[src/rtl/fifo_pkg.sv]
// Purpose: shared constants, data/pointer/count types and width helper for the FIFO core.
// Latency: n/a (types only).
// Backpressure: n/a.
// Contents: DATA_WIDTH_DEF, DEPTH_DEF, fifo_data_t, ptr_t, cnt_t, ptr_width().
package fifo_pkg;

    localparam int DATA_WIDTH_DEF = 8;
    localparam int DEPTH_DEF      = 16;
    localparam int PTR_W_DEF      = $clog2(DEPTH_DEF);

    typedef logic [DATA_WIDTH_DEF-1:0] fifo_data_t;
    typedef logic [PTR_W_DEF-1:0]      ptr_t;
    // One extra bit so count can represent DEPTH itself.
    typedef logic [PTR_W_DEF:0]        cnt_t;

    function automatic int ptr_width(input int depth);
        return $clog2(depth);
    endfunction

endpackage

[src/rtl/fifo_if.sv]
// Purpose: push/pop handshake bundle between a FIFO driver (master) and the FIFO core (slave).
// Latency: n/a (wires only).
// Backpressure: master watches full/empty; dropped requests are the master's concern.
// Signals: wr_en/din/rd_en driven by master; dout and status flags driven by slave.
// Optional FIFO_ERR_FLAGS_EN adds overflow/underflow pulses driven by the slave.
interface fifo_if
    import fifo_pkg::*;
#(
    parameter int DATA_WIDTH = DATA_WIDTH_DEF
) ();

    logic                  wr_en;
    logic [DATA_WIDTH-1:0] din;
    logic                  rd_en;
    logic [DATA_WIDTH-1:0] dout;
    logic                  full;
    logic                  empty;
    logic                  almost_full;
    logic                  almost_empty;
`ifdef FIFO_ERR_FLAGS_EN
    logic                  overflow;
    logic                  underflow;

    modport master (
        output wr_en, din, rd_en,
        input  dout, full, empty, almost_full, almost_empty, overflow, underflow
    );
    modport slave (
        input  wr_en, din, rd_en,
        output dout, full, empty, almost_full, almost_empty, overflow, underflow
    );
`else
    modport master (
        output wr_en, din, rd_en,
        input  dout, full, empty, almost_full, almost_empty
    );
    modport slave (
        input  wr_en, din, rd_en,
        output dout, full, empty, almost_full, almost_empty
    );
`endif

endinterface

[src/rtl/fifo_mem.sv]
// Purpose: DEPTH x DATA_WIDTH register-array storage, one write port, one registered read port.
// Latency: write visible next cycle; rdata updates one cycle after re.
// Backpressure: none; caller only asserts we/re for accepted operations.
// Ports: clk, rst_n (read register only), we/waddr/wdata, re/raddr, rdata.
module fifo_mem
    import fifo_pkg::*;
#(
    parameter int DATA_WIDTH = DATA_WIDTH_DEF,
    parameter int DEPTH      = DEPTH_DEF,
    parameter int AW         = ptr_width(DEPTH)
) (
    input  logic                  clk,
    input  logic                  rst_n,
    input  logic                  we,
    input  logic [AW-1:0]         waddr,
    input  logic [DATA_WIDTH-1:0] wdata,
    input  logic                  re,
    input  logic [AW-1:0]         raddr,
    output logic [DATA_WIDTH-1:0] rdata
);

    logic [DATA_WIDTH-1:0] mem [DEPTH];

    // Storage deliberately has no reset; validity is tracked by the pointers.
    always_ff @(posedge clk) begin
        if (we) begin
            mem[waddr] <= wdata;
        end
    end

    // Read register holds its value when no read is requested. A same-edge
    // write to raddr (full FIFO, push+pop) returns the old entry, as required.
    always_ff @(posedge clk or negedge rst_n) begin
        if (!rst_n) begin
            rdata <= '0;
        end else if (re) begin
            rdata <= mem[raddr];
        end
    end

endmodule

[src/rtl/sync_fifo_core.sv]
// Purpose: single-clock synchronous FIFO, storage/responder end of the fifo_if handshake.
// Latency: dout valid one cycle after an accepted pop; flags follow the registered count.
// Backpressure: push dropped when full (unless popping), pop dropped when empty.
// Ports: clk, rst_n (async, active-low), bus (fifo_if.slave: wr_en/din/rd_en in,
//        dout/full/empty/almost_full/almost_empty out).
// Optional FIFO_ERR_FLAGS_EN: adds overflow/underflow one-cycle pulses on dropped operations.
module sync_fifo_core
    import fifo_pkg::*;
#(
    parameter int DATA_WIDTH = DATA_WIDTH_DEF,
    parameter int DEPTH      = DEPTH_DEF,
    parameter int AF_LEVEL   = 14,
    parameter int AE_LEVEL   = 2
) (
    input  logic   clk,
    input  logic   rst_n,
    fifo_if.slave  bus
);

    localparam int PW = ptr_width(DEPTH);
    localparam int CW = PW + 1;

    localparam logic [CW-1:0] FULL_CNT = CW'(DEPTH);
    localparam logic [CW-1:0] AF_CNT   = CW'(AF_LEVEL);
    localparam logic [CW-1:0] AE_CNT   = CW'(AE_LEVEL);

    logic [PW-1:0] wr_ptr;
    logic [PW-1:0] rd_ptr;
    logic [CW-1:0] count;
    logic          full;
    logic          empty;
    logic          wr_ok;
    logic          rd_ok;

    // Flags depend only on the registered count, so no combinational path
    // exists from wr_en/rd_en to any status output.
    assign full  = (count == FULL_CNT);
    assign empty = (count == '0);

    assign bus.full         = full;
    assign bus.empty        = empty;
    assign bus.almost_full  = (count >= AF_CNT);
    assign bus.almost_empty = (count <= AE_CNT);

    // A pop frees a slot in the same cycle, so a full FIFO still accepts a
    // push paired with a pop. An empty FIFO never bypasses din to dout.
    assign wr_ok = bus.wr_en && (!full || bus.rd_en);
    assign rd_ok = bus.rd_en && !empty;

    always_ff @(posedge clk or negedge rst_n) begin
        if (!rst_n) begin
            wr_ptr <= '0;
            rd_ptr <= '0;
            count  <= '0;
        end else begin
            if (wr_ok) begin
                wr_ptr <= wr_ptr + PW'(1);
            end
            if (rd_ok) begin
                rd_ptr <= rd_ptr + PW'(1);
            end
            case ({wr_ok, rd_ok})
                2'b10:   count <= count + CW'(1);
                2'b01:   count <= count - CW'(1);
                default: count <= count;
            endcase
        end
    end

    fifo_mem #(
        .DATA_WIDTH (DATA_WIDTH),
        .DEPTH      (DEPTH),
        .AW         (PW)
    ) u_mem (
        .clk   (clk),
        .rst_n (rst_n),
        .we    (wr_ok),
        .waddr (wr_ptr),
        .wdata (bus.din),
        .re    (rd_ok),
        .raddr (rd_ptr),
        .rdata (bus.dout)
    );

`ifdef FIFO_ERR_FLAGS_EN
    logic overflow_q;
    logic underflow_q;

    // Pulses describe requests rejected at the previous edge.
    always_ff @(posedge clk or negedge rst_n) begin
        if (!rst_n) begin
            overflow_q  <= 1'b0;
            underflow_q <= 1'b0;
        end else begin
            overflow_q  <= bus.wr_en && !wr_ok;
            underflow_q <= bus.rd_en && !rd_ok;
        end
    end

    assign bus.overflow  = overflow_q;
    assign bus.underflow = underflow_q;
`endif

endmodule

[src/flat_wrapper.sv]
// flat-port wrapper written by rule: the top's interface ports become plain ports
module sync_fifo_core_flat import fifo_pkg::*;
#(
    parameter int DATA_WIDTH = DATA_WIDTH_DEF,
    parameter int DEPTH      = DEPTH_DEF,
    parameter int AF_LEVEL   = 14,
    parameter int AE_LEVEL   = 2
)
  (clk, rst_n, bus_wr_en, bus_din, bus_rd_en, bus_dout, bus_full, bus_empty, bus_almost_full, bus_almost_empty);
  fifo_if #(.DATA_WIDTH(DATA_WIDTH)) bus_i ();
  input  logic clk;
  input  logic rst_n;
  input wire logic [$bits(bus_i.wr_en)-1:0] bus_wr_en;
  input wire logic [$bits(bus_i.din)-1:0] bus_din;
  input wire logic [$bits(bus_i.rd_en)-1:0] bus_rd_en;
  output wire logic [$bits(bus_i.dout)-1:0] bus_dout;
  output wire logic [$bits(bus_i.full)-1:0] bus_full;
  output wire logic [$bits(bus_i.empty)-1:0] bus_empty;
  output wire logic [$bits(bus_i.almost_full)-1:0] bus_almost_full;
  output wire logic [$bits(bus_i.almost_empty)-1:0] bus_almost_empty;
  assign bus_i.wr_en = bus_wr_en;
  assign bus_i.din = bus_din;
  assign bus_i.rd_en = bus_rd_en;
  assign bus_dout = bus_i.dout;
  assign bus_full = bus_i.full;
  assign bus_empty = bus_i.empty;
  assign bus_almost_full = bus_i.almost_full;
  assign bus_almost_empty = bus_i.almost_empty;
  sync_fifo_core #(.DATA_WIDTH(DATA_WIDTH), .DEPTH(DEPTH), .AF_LEVEL(AF_LEVEL), .AE_LEVEL(AE_LEVEL)) u_core (.clk(clk), .rst_n(rst_n), .bus(bus_i));
endmodule
[config.mk]
export PLATFORM = sky130hd
export DESIGN_NAME = sync_fifo_core_flat
export DESIGN_NICKNAME = d
export VERILOG_FILES = /design/src/rtl/fifo_pkg.sv /design/src/rtl/fifo_if.sv /design/src/rtl/fifo_mem.sv /design/src/rtl/sync_fifo_core.sv /design/src/flat_wrapper.sv
export SDC_FILE = /design/constraint.sdc
export NUM_CORES = 1
export LEC_CHECK = 0
export BUFFER_PORTS_ARGS = -buffer_cell sky130_fd_sc_hd__buf_4
export CAP_MARGIN = 40
export CORE_UTILIZATION = 62
export DETAILED_ROUTE_END_ITERATION = 8
export MAX_ROUTING_LAYER = met4
export PLACE_DENSITY = 0.85
export RECOVER_POWER = 100
export REMOVE_ABC_BUFFERS = 1
export SLEW_MARGIN = 20
export SYNTH_ARGS = -nofsm -noshare
export SYNTH_HDL_FRONTEND = slang
export SYNTH_SLANG_ARGS = --single-unit
[constraint.sdc]
create_clock -name clk -period 4.9 [get_ports clk]
set_input_delay 0.245 -clock clk [delete_from_list [all_inputs] [get_ports clk]]
set_output_delay 0.245 -clock clk [all_outputs]
set_load 0.03 [all_outputs]
Word level (Yosys, flattened, before mapping). Memory sizes are Yosys's and may differ from the RTL's. A register that Yosys moved wholly into a read port is not among the register bits. Cells that the tools add are included.

Register bits: 13. Memories kept: 1. Logic and storage cells: 24. Memory bits (writable): 128.

Memories: u_core.u_mem.mem (depth 16, bits a word 8, read ports 1, clocked after memory_dff 1, wr ports 1, RTL line fifo_mem.sv:22) `logic [DATA_WIDTH-1:0] mem [DEPTH];`.

Mux-type cells: 3. $lt $le $gt $ge: 2. Reduce and logical (&&, ||, !) cells: 8. $add $sub $neg: 4. Eq/ne operators: 3.

Operators by type and width (number): $pmux W5 S2 (1); $add A4 B1 Y4 const B (2); $add A5 B1 Y5 const B (1); $eq A5 B5 Y1 const B (1); $ge A5 B4 Y1 const B (1); $le A5 B2 Y1 const B (1); $logic_not A5 Y1 (1); $sub A5 B1 Y5 const B (1); $logic_not A1 Y1 (3); $eq A2 B1 Y1 const B (1); $eq A2 B2 Y1 const B (1); $logic_and A1 B1 Y1 (2); $mux W1 (2); $reduce_bool A2 Y1 (1); $logic_or A1 B1 Y1 (1).

Logic depth before layout (Yosys ltp). Gate-level depths: netlist of run 1.

Word-level depth: 6. Depth in mapped cells: 13. Depth with buffers taken out: 12.

Modules after synthesis. Synthesis of run 1 repeated with hierarchy kept, for this count alone.

Cell total of the unflattened synthesis: 315. Area, all modules: 6153.4 um^2.

Modules (own cells, without submodules): fifo_mem (cells each 240, area each 5331.4 um^2, seq. area each 4043.9 um^2, times used 1); sync_fifo_core (cells each 75, area each 822.0 um^2, seq. area each 325.3 um^2, times used 1).

Worst setup path before layout of run 1. OpenSTA, ideal clock, no wires.

Path kind: register -> register. From: register u_core.count[2]. To: register u_core.count[4]. Data arrival time: 2.709 ns. Library setup time: 0.123 ns. Cell stages (with the launch flop): 12. Setup slack: 2.068 ns. Path through: dfrtp_1 -> or3_1 -> or3_1 -> nand2_1 -> inv_2 -> ha_1 -> ha_1 -> nor2b_1 -> o21ai_1 -> a21oi_1 -> or3b_1 -> xnor2_1.

Elaborated cells on any way between the ends: 13.

RTL lines: start: declaration (RTL line sync_fifo_core.sv:29) `logic [CW-1:0] count;`; start signal: assignment (RTL line sync_fifo_core.sv:63) `2'b10: count <= count + CW'(1);`; start signal: assignment (RTL line sync_fifo_core.sv:64) `2'b01: count <= count - CW'(1);`; start signal: assignment (RTL line sync_fifo_core.sv:65) `default: count <= count;`; $logic_not A5 Y1 * (RTL line sync_fifo_core.sv:38) `assign empty = (count == '0);`; $logic_not A1 Y1 * (RTL line sync_fifo_core.sv:48) `assign rd_ok = bus.rd_en && !empty;`; $logic_and A1 B1 Y1 * (RTL line sync_fifo_core.sv:48); named net u_core.rd_ok (RTL line sync_fifo_core.sv:33) `logic rd_ok;`; $eq A2 B1 Y1 or $eq A2 B2 Y1 (tied branches) (RTL line sync_fifo_core.sv:62) `case ({wr_ok, rd_ok})`; $pmux W5 S2 or $reduce_bool A2 Y1 (tied branches).

Mark *: on every way through the listed nets, which the timed path passes. The rest lies on a longest branch. A chain may end at the register's enable or synchronous reset.

Worst setup path after layout of run 1. Ends and elaborated chain as after synthesis.

==> flow_summary.yaml, run 1 <==
placed_design:
  dpl-instance-area_um2: 6240
  port_buffers: 23
  dp_hpwl_mm: 6.56
  gp_congestion: 0.744
sta:
  rsz0062_at_grt: "false"
  maxSlewViolCount: 34
  tightestPinTransition_ns: 1.57
  slew_headroom: -0.0444
  hold_violations: 0
  min_period_ns: 3.42
  skew_ns: 0.00993
  tns_ns: 0
  fmax_ghz: 0.293
  fin_crit_sh: 0.697
  setup_violations: 0
layout:
  postLayoutCellArea_um2: 6740
  drive_above_1_share: 0.192
  layout.nets: 378
  diodes: 0
  syn2layout_area_growth_pct: 13.5
global_route:
  antenna_found_initial: 0
  track_usage: 0.251
  grt_overflow: 0
  grt_pass1_wl_mm: 16.8
  grt_max_degree: 34
  grt_pass1_vias: 2988
run_status:
  violations: "max-capacitance violations, max-slew violations"
  status: "finished, violations left"
worst_setup_path:
  crit_type: "flip-flop to flip-flop"
  reg2regPathDepth: 11
  cp_max_fo: 17
  cp-start-kind: "flip-flop"
  critPathMaxStageDelay_ns: 0.43
  reg2reg_to: "u_core.count[4]$_DFFE_PN0P_"
  reg2reg_from: "u_core.count[2]$_DFFE_PN0P_"
  worstPathArrival_ns: 3.82
  crit_slowest_cell: "dfrtp_1"
  crit_path_end: "u_core.count[4]$_DFFE_PN0P_"
  required_ns: 5.31
  worst-r2r-setup-slack_ns: 1.48
  crit_chain: "or3_1 -> or3_1 -> nand2_1 -> inv_1 -> ha_1 -> ha_1 -> nor2b_1 -> o21ai_0 -> a21oi_1 -> or3b_1 -> xnor2_1"
  crit_start: "u_core.count[2]$_DFFE_PN0P_"
  endpoint_kind: "flip-flop"
detailed_routing:
  dr_total_vias: 2975
  postRouteAntennaNets: 0
  firstDrtPassIters: 5
  viasPerCell: 5.97
  finalWirelength_mm: 11.1
  drc: 0
  drt_iter0_markers: 241
  detail_route.wl_per_cell_um: 22.2
floorplan:
  num_io_pins: 24
  core_um2: 9240
  dieArea_um2: 9980
  die_width_um: 99.9
  die_height_um: 99.9
  rows: 35
  initial_utilization: 0.643
yosys:
  ys.warnings.count: 0
  synth.avg_cell_area_um2: 18.7
  ys_seq_area_frac: 0.735
  yosysUniqueCellTypes: 34
  netlist_instances: 317
  synth_area_um2: 5940
  synth_seq_cells: 149
pwr:
  power.density_nw_per_um2: 603
  p_total_uw: 4070
  ir_drop_mv: 0.393
  cellLeakagePower_uw: 0.00229
cts:
  clockBufferDepth: 2
  cts_setup_buffers: 0
  root_buffer: "clkbuf_8"
  cts_tree: "done"
  insertion_delay_ns: 0.53
  htree_levels: 4
  path_clk_slew_ns: 0.07
  clock-sinks: 149
  numCtsBuffers: 17
worst_hold_path:
  hold_path_class: "input pin to flip-flop"
run:
  cap_violations: 1
timing repair:
item / in CTS / in global routing
resized for setup: 0 / 0
hold buffers: 1 / 0
endpoints found under the hold margin: 21 / 0
synth_stat cells:
master      n  area (um2)
a21o_1      1        7.51
a21oi_1     3        15.0
a31o_2      1        8.76
buf_1       2        7.51
buf_2       6        30.0
buf_4       1        7.51
buf_6       1        11.3
clkbuf_1    6        22.5
dfrtp_1    21         526
edfxtp_1  128        3840
fa_1        1        20.0
ha_1        9         113
inv_1       9        33.8
inv_2       1        3.75
mux2_2      1        11.3
mux2i_1     8        80.1
mux4_2     33         743
nand2_1    28         105
nand2b_1    3        18.8
nand3_1     1        5.00
nand4_1     2        12.5
nor2_1     12        45.0
nor2b_1     1        6.26
nor3_1      4        20.0
nor4_1      1        6.26
o21a_1      1        7.51
o21ai_0     4        20.0
o21ai_1     7        35.0
o221ai_1    7        61.3
or2_2       1        6.26
or3_1       2        12.5
or3b_1      1        8.76
xnor2_1     8        70.1
xor2_1      2        17.5
logic make-up after synthesis:
kind of cell | Yosys count | share of synthesized area
flops | 149 | 0.735
mux | 42 | 0.140
simple gates | 56 | 0.0415
compound gates | 24 | 0.0261
fa+ha+maj | 10 | 0.0223
xor+xnor | 10 | 0.0147
buf+inv | 26 | 0.0196
sequential cells by signal, indices dropped and copies added (netlist names):
name	cells
u_core.rd_ptr	4
u_core.count	5
u_core.wr_ptr	4
u_core.u_mem.mem	128
u_core.u_mem.rdata	8
worst max-delay path, delay by kind of cell (launching register included):
kind	cells	cell delay [ns]
adder cells (fa/ha/maj)	2	0.61
flip-flops	1	0.43
buffers and inverters	1	0.19
AO/OA/AOI/OAI	2	0.32
AND/OR/NAND/NOR	5	1.61
XOR/XNOR	1	0.13
worst min path at each step:
stage | start | slack [ns] | depth (start not counted) | to
after floorplan | rst_n | -0.05 | 0 | u_core.count[0]$_DFFE_PN0P_
after global placement | rst_n | 0.14 | 1 | u_core.wr_ptr[1]$_DFFE_PN0P_
after detailed placement | rst_n | 0.14 | 1 | u_core.wr_ptr[2]$_DFFE_PN0P_
after CTS | bus_din[1] | 0.01 | 1 | u_core.u_mem.mem[13][1]$_DFFE_PP_
after global routing | bus_din[0] | 0.25 | 1 | u_core.u_mem.mem[15][0]$_DFFE_PP_
final | bus_wr_en | 0.24 | 3 | u_core.wr_ptr[0]$_DFFE_PN0P_
layout make-up:
| class | count | area [um2] |
|---|---|---|
| inverter | 10 | 37.5 |
| multi-input combinational | 142 | 1460 |
| sequential | 149 | 4370 |
| fill | 559 | 2500 |
| clock inverter | 15 | 146 |
| clock buffer | 17 | 414 |
| tap | 129 | 161 |
| timing repair buffer | 36 | 156 |
cell usage in the layout, fill, tap and decap left out, drive strengths merged, types with 2 or more instances in the layout:
cell	instances
edfxtp	128
clkbuf	48
mux4	33
nand2	28
dfrtp	21
inv	15
nor2	12
o21ai	11
ha	9
mux2i	8
xnor2	8
o221ai	7
clkinv	7
nor3	4
buf	4
nand2b	3
a21oi	3
or3	2
xor2	2
nand4	2
clkinvlp	2
metal layers:
| metal | vias up | GRT usage | share of wire |
|---|---|---|---|
| li1 | 1322 | - | - |
| met4 | 0 | 0.0803 | 0.0092 |
| met5 | - | - | 0 |
| met2 | 108 | 0.397 | 0.53 |
| met3 | 9 | 0.0752 | 0.054 |
| met1 | 1536 | 0.318 | 0.41 |
through the flow:
stage               instances  utilization  worst slack, ns  hold WS [ns]
finish                    498        0.730             1.48         0.238
global route              498        0.730             1.17         0.248
CTS                       492        0.737             1.60        0.0126
detailed placement        459        0.676             1.60         0.141
global placement          459        0.676             1.71         0.137
floorplan                 301            -             1.88       -0.0506
power breakdown:
part	leakage, uW	total [uW]	internal, uW	switching (uW)
sequential	0.00141	1760	1580	186
clock	0.000271	1210	685	523
combinational	0.000614	1090	497	598
No activity file was read; power rests on OpenSTA's default activity.
==> run 2: changes to the inputs <==
ABC_AREA = 1   (was not set)
CORE_UTILIZATION = 56   (was 62)
PLACE_DENSITY = 0.81   (was 0.85)
clock period = 2.8 ns   (was 4.9 ns; I/O delays follow)
==> run 2 against run 1 <==
  * The run ends with design-rule violations left
  * Cell count up 70%
  * Clock skew decreased by 0.0046 ns
  * Cell area is 9.1% higher
  * Combinational power rose by 140%
  * Routed wire length is 33% higher
  * Sequential cell count stayed put
  * Register-to-register slack worse by 1.1 ns
  * Critical path depth increased by 4
  * Clock power up 66%
  * Critical endpoint unchanged
==> flow_summary.yaml, run 2 <==
run_status:
  status: "finished, violations left"
  violations: "design-rule violations"
sta:
  skew_ns: 0.00535
  tns_ns: 0
  fin_crit_sh: 0.858
  hold_violations: 0
  setup_violations: 0
  slew_headroom: 0.203
  min_period_ns: 2.40
  rsz0062_at_grt: "false"
  fin_ws_ns: 0.398
  maxSlewViolCount: 0
  fmax_ghz: 0.416
  tightestPinTransition_ns: 1.20
worst_setup_path:
  crit_type: "flip-flop to flip-flop"
  cp_max_fo: 5
  cp-start-kind: "flip-flop"
  required_ns: 3.10
  worstPathArrival_ns: 2.70
  endpoint_kind: "flip-flop"
floorplan:
  initial_utilization: 0.579
  num_io_pins: 24
  die_width_um: 111
  dieArea_um2: 12300
  die_height_um: 111
  core_um2: 11500
  rows: 39
detailed_routing:
  viasPerCell: 5.45
  detail_route.wl_per_cell_um: 17.4
  drt_iter0_markers: 530
  drc: 4
  firstDrtPassIters: 8
  finalWirelength_mm: 14.7
  dr_total_vias: 4613
  postRouteAntennaNets: 0
layout:
  drive_above_1_share: 0.0441
  multi_input_area_um2: 1690
  diodes: 0
  largest_register: "u_core.u_mem.mem"
  layout.nets: 714
  reg_top3: "u_core.u_mem.mem: 128 flops, u_core.u_mem.rdata: 8 flops, u_core.count: 5 flops"
  n_fill_cell: 921
  layout_common_cells: "nand2_1 (219), edfxtp_1 (128), inv_1 (119), nand3_1 (101), clkbuf_1 (29)"
  seq_area_um2: 4370
  postLayoutCellArea_um2: 7350
  final_common_cell: "nand2_1"
  syn2layout_area_growth_pct: 10.3
  largest_register_ffs: 128
yosys:
  yosysMostFrequentCell: "nand2_1"
  yosysUniqueCellTypes: 26
  synthArstFlopShare: 0.141
  synth_compound_area_frac: 0.0103
  synth_largest_area_cell: "edfxtp_1"
  synthXorXnorAreaFrac: 0.0105
  synth.area.mux_share: 0
  synth_edf_count: 128
  synth.avg_cell_area_um2: 9.99
  netlist_instances: 667
  synth_common_cells: "nand2_1 (218), edfxtp_1 (128), inv_1 (117), nand3_1 (101), dfrtp_1 (21)"
  synth_area_um2: 6670
  synthAdderAreaFrac: 0.0199
  ys.warnings.count: 0
  ys_seq_area_frac: 0.655
  synth_flop_cell: "edfxtp_1"
  yosys-top-cells-area: "edfxtp_1 (58%), nand2_1 (12%), dfrtp_1 (7.9%), nand3_1 (7.6%), inv_1 (6.6%)"
  synth_top_family_by_area: "simple AND/OR/NAND/NOR gates"
  synth_seq_cells: 149
  synth-simple-area-share: 0.213
  synth_top_area_frac: 0.577
global_route:
  grt_pass1_wl_mm: 23.6
  grt_max_degree: 39
  track_usage: 0.269
  grt_pass1_vias: 4580
  grt_overflow: 0
  antenna_found_initial: 0
cts:
  clockBufferDepth: 2
  root_buffer: "clkbuf_16"
  cts_tree: "done"
  path_clk_slew_ns: 0.06
  htree_levels: 4
  clock-sinks: 149
  numCtsBuffers: 17
  insertion_delay_ns: 0.42
pwr:
  switching_share: 0.383
  pwr-share-seq: 0.389
  ir_drop_mv: 0.642
  power.share.clock: 0.264
  netSwitchingPower_uw: 2910
  combPwrFrac: 0.346
  p_int_uw: 4680
  power.density_nw_per_um2: 1030
  cellLeakagePower_uw: 0.00325
placed_design:
  dpl-instance-area_um2: 6930
  preCtsSetupSlack_ns: 0.421
  dp_hpwl_mm: 9.71
  gp_congestion: 0.980
  port_buffers: 23
worst_hold_path:
  hold_path_class: "input pin to flip-flop"
run:
  cap_violations: 0
-- run 2: cell count changes in the layout (fill, tap and decap cells not counted), moves of 5 or more --
cell,delta
nand2_1,+191
inv_1,+109
nand3_1,+100
mux4_2,-33
mux2i_1,-8
nor2_1,+7
o221ai_1,-7
xnor2_1,-6
clkinv_4,-5
o21ai_0,-5
-- run 2: stage by stage --
stage / utilization / cells / hold WS (ns) / total power, uW
after floorplan: - / 640 / -0.156 / 4680
after global placement: 0.602 / 815 / 0.0391 / 5530
after detailed placement: 0.602 / 815 / 0.0480 / 5650
after CTS: 0.647 / 846 / 0.0643 / 7650
after global routing: 0.639 / 846 / 0.0668 / 8000
final: 0.639 / 846 / 0.0593 / 7590
-- run 2: final timing paths --
kind	startpoint	endpoint	slack (ns)	cells after the start
worst max register to register	u_core.count[3]$_DFFE_PN0P_	u_core.count[4]$_DFFE_PN0P_	0.40	15
worst max-delay path	u_core.count[3]$_DFFE_PN0P_	u_core.count[4]$_DFFE_PN0P_	0.40	15
worst min-delay path	bus_wr_en	u_core.wr_ptr[0]$_DFFE_PN0P_	0.06	3
min in group asynchronous	rst_n	u_core.u_mem.rdata[0]$_DFFE_PN0P_	0.52	2
worst min register to register	u_core.u_mem.rdata[3]$_DFFE_PN0P_	u_core.u_mem.rdata[3]$_DFFE_PN0P_	0.48	2
max in group asynchronous	rst_n	u_core.u_mem.rdata[7]$_DFFE_PN0P_	1.57	2
-- run 2: logic make-up after synthesis --
family	count (synthesis)
buf+inv	147
fa+ha+maj	10
compound gates	12
flops	149
simple gates	341
xor+xnor	8
-- run 2: routing by layer --
layer	part of all wire	global-route usage	routed length (um)
met3	0.083	0.0612	1220
met1	0.39	0.318	5730
met4	0.027	0.110	397
met2	0.50	0.448	7380
met5	0	-	0
-- run 2: layout make-up --
type / count / share of cell area
clock inverters: 7 / 0.00800
inverters: 120 / 0.0613
repair buffers: 33 / 0.0220
flip-flops and latches: 149 / 0.594
well taps: 143 / 0.0243
clock buffers: 23 / 0.0609
multi-input cells: 371 / 0.229
-- run 2: timing repair --
item	in CTS	in global routing
setup buffers	0	0
gates resized for setup	0	0
hold buffers	1	0
endpoints found under the hold margin	21	0
-- run 2: power groups by stage --
stage	Combinational (uW)	Sequential [uW]	Clock (uW)
2_1_floorplan	1490	3190	0
3_3_place_gp	2550	2970	0
3_5_place_dp	2650	2990	0
4_1_cts	2680	2960	2020
5_1_grt	2900	2990	2100
6_report	2630	2960	2010
-- run 2: worst max-delay path, cell delays in order (launching register included) --
cell and delay (ns):
dfrtp_1 0.41, inv_1 0.09, nand2_1 0.10, nor3_2 0.14, nand3_1 0.10, nand2_1 0.12, ha_1 0.31, inv_1 0.09
fa_1 0.39, inv_1 0.06, nand2_1 0.06, nand2_1 0.06, a21oi_1 0.07, xor2_1 0.14, nand2_1 0.08, nand2_1 0.06
==> run 3: changes to the inputs <==
--- a/config.mk
+++ b/config.mk
@@ -9,8 +9,8 @@
 export BUFFER_PORTS_ARGS = -buffer_cell sky130_fd_sc_hd__buf_4
 export CAP_MARGIN = 40
-export CORE_UTILIZATION = 56
+export CORE_UTILIZATION = 62
 export DETAILED_ROUTE_END_ITERATION = 8
 export MAX_ROUTING_LAYER = met4
-export PLACE_DENSITY = 0.81
+export PLACE_DENSITY = 0.85
 export RECOVER_POWER = 100
 export REMOVE_ABC_BUFFERS = 1
==> constraint.sdc (replaced) <==
create_clock -name clk -period 2.9 [get_ports clk]
set_input_delay 0.29 -clock clk [delete_from_list [all_inputs] [get_ports clk]]
set_output_delay 0.29 -clock clk [all_outputs]
set_load 0.03 [all_outputs]
==> run 3 against run 2 <==
  * The flow now finishes without violations
  * First-iteration DRC count decreased by 5.1%
  * Critical path type unchanged
  * Sequential share of layout area shrank 0.85 points
  * Clock power is 13% higher
  * Maximum frequency down 5.1%
  * Sequential power down 4%
==> flow_summary.yaml, run 3 (synthesis gave the netlist of run 2 again) <==
run_status:
  status: "complete, no violations"
cts:
  path_clk_slew_ns: 0.06
  htree_levels: 4
  root_buffer: "clkbuf_8"
  postCtsHoldBufs: 1
  insertion_delay_ns: 0.52
  cts_setup_buffers: 0
  numCtsBuffers: 17
  clockBufferDepth: 2
  cts_tree: "done"
  clock-sinks: 149
  post_cts_resized: 0
floorplan:
  num_io_pins: 24
  rows: 37
  core_um2: 10400
  initial_utilization: 0.643
  die_height_um: 106
  dieArea_um2: 11200
  die_width_um: 106
global_route:
  track_usage: 0.300
  grt_max_degree: 67
  grt_pass1_vias: 4624
  globalRouteMet3Util: 0.0495
  antenna_found_initial: 0
  use_met2: 0.478
  use_met1: 0.386
  grt_overflow: 0
  busiest_layer: "met2"
  grt_pass1_wl_mm: 23.8
worst_setup_path:
  worst-r2r-setup-slack_ns: 0.37
  worstPathArrival_ns: 2.95
  reg2reg_to: "u_core.count[4]$_DFFE_PN0P_"
  required_ns: 3.31
  reg2regPathDepth: 15
  endpoint_kind: "flip-flop"
  critPathMaxStageDelay_ns: 0.41
  cp-start-kind: "flip-flop"
  crit_slowest_cell: "fa_1"
  path_common_cell: "nand2_1"
  crit_chain: "inv_1 -> nand2_1 -> nor3_1 -> nand3_1 -> nand2_1 -> ha_1 -> inv_1 -> fa_1 -> inv_1 -> nand2_1 -> nand2_1 -> a21oi_1 -> xor2_1 -> nand2_1 -> nand2_1"
  crit_type: "flip-flop to flip-flop"
  cp_max_fo: 5
  reg2reg_from: "u_core.count[2]$_DFFE_PN0P_"
sta:
  tns_ns: 0
  rsz0062_at_grt: "false"
  setup_violations: 0
  tightestPinTransition_ns: 1.37
  skew_ns: 0.00673
  whs_ns: 0.122
  slew_headroom: 0.0838
  maxSlewViolCount: 0
  fin_ws_ns: 0.368
  min_period_ns: 2.53
  fin_crit_sh: 0.873
  fmax_ghz: 0.395
  hold_violations: 0
detailed_routing:
  drc: 0
  viasPerCell: 5.57
  postRouteAntennaNets: 0
  firstDrtPassIters: 5
  drt_iter0_markers: 503
  detail_route.wl_per_cell_um: 18.0
  dr_total_vias: 4670
  finalWirelength_mm: 15.1
worst_hold_path:
  hold_path_class: "input pin to flip-flop"
  min_from: "bus_wr_en"
  holdPathStages: 3
  hold_end: "u_core.wr_ptr[0]$_DFFE_PN0P_"
layout:
  n_fill_cell: 739
  diodes: 0
  largest_register: "u_core.u_mem.mem"
  final_common_cell: "nand2_1"
  largest_register_ffs: 128
  reg_top3: "u_core.u_mem.mem: 128 flops, u_core.u_mem.rdata: 8 flops, u_core.count: 5 flops"
  layout.nets: 712
  syn2layout_area_growth_pct: 11.9
  drive_above_1_share: 0.0541
  layout_common_cells: "nand2_1 (219), edfxtp_1 (128), inv_1 (118), nand3_1 (101), clkbuf_1 (26)"
  finalCoreUtilization: 0.720
pwr:
  power.density_nw_per_um2: 1030
  ir_drop_mv: 0.574
  cellLeakagePower_uw: 0.00330
  p_total_uw: 7700
placed_design:
  port_buffers: 23
  gp_congestion: 0.977
  dp_hpwl_mm: 9.40
  preCtsSetupSlack_ns: 0.555
run:
  cap_violations: 0
[run 3: cell count changes in the layout (fill, tap and decap cells not counted), sizes merged]
cell / previous run / this run
buf: 8 / 7
bufinv: 1 / 4
clkinv: 6 / 3
clkinvlp: 1 / 2
[run 3: how the worst max path moves through the flow]
| stage | startpoint | to | depth (start not counted) |
|---|---|---|---|
| after floorplan | u_core.rd_ptr[0]$_DFFE_PN0P_ | u_core.u_mem.rdata[0]$_DFFE_PN0P_ | 9 |
| after global placement | u_core.count[3]$_DFFE_PN0P_ | u_core.count[4]$_DFFE_PN0P_ | 17 |
| after detailed placement | u_core.count[2]$_DFFE_PN0P_ | u_core.count[4]$_DFFE_PN0P_ | 15 |
| after CTS | u_core.count[2]$_DFFE_PN0P_ | u_core.count[4]$_DFFE_PN0P_ | 15 |
| after global routing | u_core.count[2]$_DFFE_PN0P_ | u_core.count[4]$_DFFE_PN0P_ | 15 |
| final | u_core.count[2]$_DFFE_PN0P_ | u_core.count[4]$_DFFE_PN0P_ | 15 |
[run 3: routing by layer]
metal	vias to the layer above	routed length, um	part of all wire
met3	44	1220	0.081
li1	2178	-	-
met1	2216	5960	0.40
met2	232	7490	0.50
met4	0	396	0.026
met5	-	0	0
[run 3: area by class of cell]
cell class	instances	area (um2)	area share
flip-flops and latches	149	4370	0.586
multi-input cells	371	1680	0.225
clock buffers	24	470	0.0630
inverters	120	450	0.0604
repair buffers	31	170	0.0228
well taps	136	170	0.0228
clock inverters	8	149	0.0200
[run 3: report_power, final]
group / internal [uW] / leakage, uW / switching [uW]
logic: 732 / 0.00160 / 1870
registers: 2650 / 0.00141 / 174
clock network: 1470 / 0.000296 / 806
[run 3: metrics by stage]
step	instances	cell area, um2
6_report	839	7460
5_1_grt	839	7460
4_1_cts	839	7550
3_5_place_dp	806	6930
3_3_place_gp	805	6910
2_1_floorplan	640	6510
[run 3: worst max-delay path, delay by kind of cell, from the launching register on]
family	cells	cell delay (ns)
buffers and inverters	3	0.31
xor gates and xnor gates	1	0.14
adders and majority gates	2	0.71
DFF	1	0.39
and+or+nand+nor	8	0.81
AOI/OAI and AO/OA	1	0.07
